## config.mk

```make
export PLATFORM = sky130hd
export DESIGN_NAME = mem_copy_dma
export DESIGN_NICKNAME = d
export VERILOG_FILES = /design/src/rtl/mem_copy_dma.sv
export SDC_FILE = /design/constraint.sdc
export NUM_CORES = 1
export LEC_CHECK = 0
export CAP_MARGIN = 20
export CORE_MARGIN = 1
export CORE_UTILIZATION = 55
export DETAILED_ROUTE_END_ITERATION = 10
export PLACE_DENSITY = 0.93
export SYNTH_ARGS = -nofsm -noshare
export SYNTH_HDL_FRONTEND = slang
export SYNTH_SLANG_ARGS = --single-unit
```

## constraint.sdc

```tcl
create_clock -name clk_in -period 10.95 [get_ports clk_in]
set_clock_uncertainty 0.2 [all_clocks]
set_input_delay 2.19 -clock clk_in [delete_from_list [all_inputs] [get_ports clk_in]]
set_output_delay 2.19 -clock clk_in [all_outputs]
set_load 0.005 [all_outputs]
```

## src/rtl/mem_copy_dma.sv

```systemverilog
// Memory-to-memory copy engine: one read then one write per word over the on-chip memory port.
// Define MEM_DMA_TIMEOUT_EN to abort a copy when ready stays low for TIMEOUT_CYCLES.
module mem_copy_dma #(
    parameter int DATA_WIDTH     = 32,
    parameter int LEN_WIDTH      = 16,
    parameter int TIMEOUT_CYCLES = 64
) (
    input  logic                  clk_in,
    input  logic                  rst_in,
    input  logic                  start,
    input  logic [DATA_WIDTH-1:0] src_addr,
    input  logic [DATA_WIDTH-1:0] dst_addr,
    input  logic [LEN_WIDTH-1:0]  len,
    output logic                  busy,
    output logic                  done,
    output logic                  error,
    output logic                  mem_enable,
    output logic                  mem_write,
    input  logic                  mem_ready,
    output logic [DATA_WIDTH-1:0] mem_addr,
    output logic [DATA_WIDTH-1:0] mem_wdata,
    input  logic [DATA_WIDTH-1:0] mem_rdata
);

    typedef enum logic [1:0] {ST_IDLE, ST_READ, ST_WRITE, ST_DONE} state_t;

    state_t                state_reg, state_next;
    logic [DATA_WIDTH-1:0] src_reg, dst_reg, buf_reg;
    logic [LEN_WIDTH-1:0]  len_reg, idx_reg;
    logic                  ready_ok, last_word, in_xfer, timeout_hit;

    // X or Z on ready must read as "not ready"
    assign ready_ok  = (mem_ready == 1'b1);
    assign last_word = (idx_reg == len_reg - LEN_WIDTH'(1));
    assign in_xfer   = (state_reg == ST_READ) || (state_reg == ST_WRITE);

`ifdef MEM_DMA_TIMEOUT_EN
    localparam int CNT_WIDTH = $clog2(TIMEOUT_CYCLES + 1);

    logic [CNT_WIDTH-1:0] wait_cnt_reg;
    logic                 error_reg;

    assign timeout_hit = in_xfer && !ready_ok &&
                         (wait_cnt_reg == CNT_WIDTH'(TIMEOUT_CYCLES - 1));

    // Counter is held at zero outside READ/WRITE, so every entry starts fresh
    always_ff @(posedge clk_in) begin
        if (rst_in) begin
            wait_cnt_reg <= '0;
        end else if (!in_xfer || ready_ok) begin
            wait_cnt_reg <= '0;
        end else begin
            wait_cnt_reg <= wait_cnt_reg + CNT_WIDTH'(1);
        end
    end

    always_ff @(posedge clk_in) begin
        if (rst_in) begin
            error_reg <= 1'b0;
        end else if (state_reg == ST_IDLE && start) begin
            error_reg <= 1'b0;
        end else if (timeout_hit) begin
            error_reg <= 1'b1;
        end
    end

    assign error = error_reg;
`else
    // Only the watchdog build consumes TIMEOUT_CYCLES
    localparam int unused_timeout_cycles = TIMEOUT_CYCLES;

    assign timeout_hit = 1'b0;
    assign error       = 1'b0;
`endif

    always_ff @(posedge clk_in) begin
        if (rst_in) begin
            state_reg <= ST_IDLE;
        end else begin
            state_reg <= state_next;
        end
    end

    always_comb begin
        state_next = state_reg;
        case (state_reg)
            ST_IDLE: begin
                if (start) begin
                    state_next = (len == '0) ? ST_DONE : ST_READ;
                end
            end
            ST_READ: begin
                if (timeout_hit) begin
                    state_next = ST_DONE;
                end else if (ready_ok) begin
                    state_next = ST_WRITE;
                end
            end
            ST_WRITE: begin
                if (timeout_hit) begin
                    state_next = ST_DONE;
                end else if (ready_ok) begin
                    state_next = last_word ? ST_DONE : ST_READ;
                end
            end
            ST_DONE:  state_next = ST_IDLE;
            default:  state_next = ST_IDLE;
        endcase
    end

    always_ff @(posedge clk_in) begin
        if (rst_in) begin
            src_reg <= '0;
            dst_reg <= '0;
            len_reg <= '0;
            idx_reg <= '0;
            buf_reg <= '0;
        end else begin
            if (state_reg == ST_IDLE && start) begin
                src_reg <= src_addr;
                dst_reg <= dst_addr;
                len_reg <= len;
                idx_reg <= '0;
            end
            if (state_reg == ST_READ && ready_ok) begin
                buf_reg <= mem_rdata;
            end
            // Index only advances when another word follows
            if (state_reg == ST_WRITE && ready_ok && !last_word) begin
                idx_reg <= idx_reg + LEN_WIDTH'(1);
            end
        end
    end

    always_comb begin
        busy       = 1'b0;
        done       = 1'b0;
        mem_enable = 1'b0;
        mem_write  = 1'b0;
        mem_addr   = '0;
        mem_wdata  = '0;
        case (state_reg)
            ST_READ: begin
                busy       = 1'b1;
                mem_enable = 1'b1;
                mem_addr   = src_reg + DATA_WIDTH'(idx_reg);
            end
            ST_WRITE: begin
                busy       = 1'b1;
                mem_enable = 1'b1;
                mem_write  = 1'b1;
                mem_addr   = dst_reg + DATA_WIDTH'(idx_reg);
                mem_wdata  = buf_reg;
            end
            ST_DONE: done = 1'b1;
            default: ;
        endcase
    end

endmodule

```

==> flow_summary_export.csv <==
group,metric,value,unit
synth,netlist_area,7690,µm²
timing,finalSetupViolations,0,
synth,synth_common_cells,"nand2_1 (269), a21oi_1 (132), dfxtp_1 (130)",
routing,drt_iter0_markers,672,
synth,synth-compound-area-share,18.0,%
power_and_ir_drop,power_density,186,nW/µm²
floorplanning,core,13500,µm²
cells_and_area,layout.cells.non_filler,1362,
synth,synth.area.mux_share,5.46,%
synth,synthSimpleGateAreaFrac,30.2,%
clocking,cts_sinks,130,
clocking,root_buffer,"clkbuf_16",
worst_setup_path,worst-path-max-fanout,70,
synth,syn-num-nets,1174,
cells_and_area,post-route-util,75.3,%
power_and_ir_drop,p_sw,0.668,mW
worst_setup_path,slowest_delay,0.62,ns
worst_setup_path,path_class,"flop to output port",
floorplanning,dieArea,14500,µm²
timing,finalHoldViolations,0,
worst_setup_path,end_kind,"output port",
worst_setup_path,worst-path-buf-inv,4,
power_and_ir_drop,p_leak,3.68,nW
synth,ys_warn_count,0,
routing,wl,22500,µm
synth,synth_top_family_by_area,"simple AND/OR/NAND/NOR gates",
timing,hold_slack,0.248,ns
worst_setup_path,cp_top_family,"compound AO/OA/AOI/OAI gates",
power_and_ir_drop,p_seq_share,32.2,%
cells_and_area,nets,1313,
grt,grt_first_pass_wirelength,35900,µm
worst_setup_path,cp.arrival,5.32,ns
power_and_ir_drop,intPower,1.21,mW
synth,synth-edff-count,0,
timing,worst_pin_slew,1.08,ns
routing,ant_nets,0,
synth,synth_most_common_cell,"nand2_1",
floorplanning,rows,42,
timing,setup_ws,3.24,ns
worst_setup_path,regToRegSetupSlack,7.75,ns
synth,synth_top_cell_by_area,"dfxtp_1",
routing,detail_route.drc_violations,0,
worst_setup_path,slowest_stage,"buf_4",
timing,slew_headroom,27.9,%
floorplanning,pin_count,185,
worst_hold_path,hp-class,"flop to flop",
synth,yosysUniqueCellTypes,67,
clocking,clkSlewWorstSetupHoldPaths,0.06,ns
synth,syn_area_per_cell,7.44,µm²
grt,grt_pass1_vias,7395,
routing,routed-via-count,7920,
clocking,cts_resized,0,
worst_setup_path,start_kind,"flop",
cells_and_area,drive_gt1_share,6.66,%
synth,synth.yosys.seq_area_share,33.8,%
synth,ys_seq_elements,130,
floorplanning,die_x,120,µm
placement,gp_congestion,0.901,
clocking,cts_hold_buf,0,
grt,grt_max_degree,102,
clocking,cts_tree,"done",
floorplanning,start_util,57.2,%
synth,synth-xor-area-share,3.64,%
run_status,status,"completed",
placement,dp_cells,1329,
synth,synth.area.top_cells,"dfxtp_1 (34%), nand2_1 (13%), a21oi_1 (8.6%)",
placement,place_area,9490,µm²
routing,viasPerCell,5.81,
timing,fin_crit_sh,70.4,%
clocking,clkLatencyLatePin,0.43,ns
placement,dp_worst_setup_slack,3.89,ns
routing,wl_per_cell,16.6,µm
power_and_ir_drop,p_sw_share,35.5,%
worst_setup_path,crit_chain,"inv_1, ha_2, buf_4, mux2_2, ha_1, inv_1, fa_1, nor2b_1, o21a_1, o21ai_0, a211oi_1, o21ai_1, a211oi_1, mux2i_1, clkdlybuf4s50_1",
synth,syn_inst,1034,
synth,async_flop_share,0,%
timing,period_needed,7.71,ns
power_and_ir_drop,combPwrFrac,36.1,%
synth,synthAdderAreaFrac,4.00,%
cells_and_area,antenna_cells,0,
power_and_ir_drop,clkPwrFrac,31.8,%
job,max-cap-violations,0,
placement,hpwl,15400,µm
clocking,cts_max_level,4,
grt,grt_use_total,31.2,%
synth,synth_top_area_share,33.8,%
synth,synth_top_flop_cell,"dfxtp_1",
routing,dr.pass1.iters,5,
power_and_ir_drop,finalPower,1.88,mW
timing,rsz0062_at_grt,"false",
cells_and_area,nFillCells,958,
clocking,numCtsBuffers,17,
grt,grt_overflow,0,
cells_and_area,final_cell_area,10100,µm²
timing,maxSlewViolCount,0,
grt,antenna_found_initial,0,
worst_setup_path,required,8.56,ns
floorplanning,die_h,120,µm
placement,port_buffers,183,
clocking,clockBufferDepth,2,
timing,final.setup.tns,0,ns
timing,max_freq,130,MHz
clocking,post_cts_buffers,0,
cells_and_area,area_growth,31.7,%
power_and_ir_drop,vdd_drop_max,169,µV
-- tightest hold or removal path, cell delays in order, from the launching register on --
cell	delay [ns]
dfxtp_1	0.30
nand2_1	0.05
a21oi_1	0.05
-- layout by cell type (no fill, tap or decap), types with 6 or more instances in the layout --
master	Yosys	layout
buf_4	2	7
dfxtp_1	130	130
mux2_2	24	24
ha_1	23	22
nand3_1	16	16
xor2_1	16	16
or4_1	6	6
inv_1	18	18
o21ai_0	27	27
nand2_1	269	268
a21oi_1	132	132
a21o_1	8	8
nor3b_1	11	11
xnor2_1	16	16
or3_1	6	6
a211oi_1	6	6
o211ai_1	13	13
and2_1	39	38
nor4_1	12	12
o21bai_1	9	9
nor2b_1	7	7
clkbuf_16	0	17
mux2i_1	15	15
nand2b_1	18	18
nor2_1	41	41
clkdlybuf4s50_1	0	182
nor3_1	28	28
-- cell families after synthesis --
kind of cell | after synthesis
simple gates | 487
flops | 130
other cells | 1
mux | 39
buf+inv | 88
fa+ha+maj | 24
xor+xnor | 32
compound gates | 233
-- metal layers --
layer | share of wire (%) | routed length (µm) | vias up | track usage (%)
met5 | 0 | 0 | - | 0
met4 | 3.1 | 705 | 0 | 12.2
met3 | 7.5 | 1690 | 59 | 7.31
met2 | 48 | 10900 | 352 | 51.7
met1 | 41 | 9290 | 3674 | 39.0
li1 | - | - | 3835 | -
-- area by class of cell --
cell class	count	area, µm²	area share (%)
multi-input combinational	816	4730	46.6
sequential	130	2600	25.7
timing repair buffer	190	1890	18.6
clock buffer	24	502	4.95
tap	176	220	2.17
clock inverter	8	124	1.22
inverter	18	67.6	0.667
-- power groups by stage --
stage	combinational, mW	sequential (mW)	clock (mW)
floorplan	0.467	0.589	0
global placement	0.645	0.608	0
detailed placement	0.659	0.612	0
CTS	0.669	0.603	0.600
global route	0.741	0.613	0.620
finish	0.679	0.606	0.598
-- final timing paths --
kind,cells past startpoint,endpoint,startpoint
worst max-delay path,15,mem_addr[20],state_reg[0]
worst min-delay path,2,buf_reg[3],buf_reg[3]
worst max register to register,10,state_reg[1],len_reg[0]
worst min register to register,2,buf_reg[3],buf_reg[3]
Power figures use the tool's default switching activity.
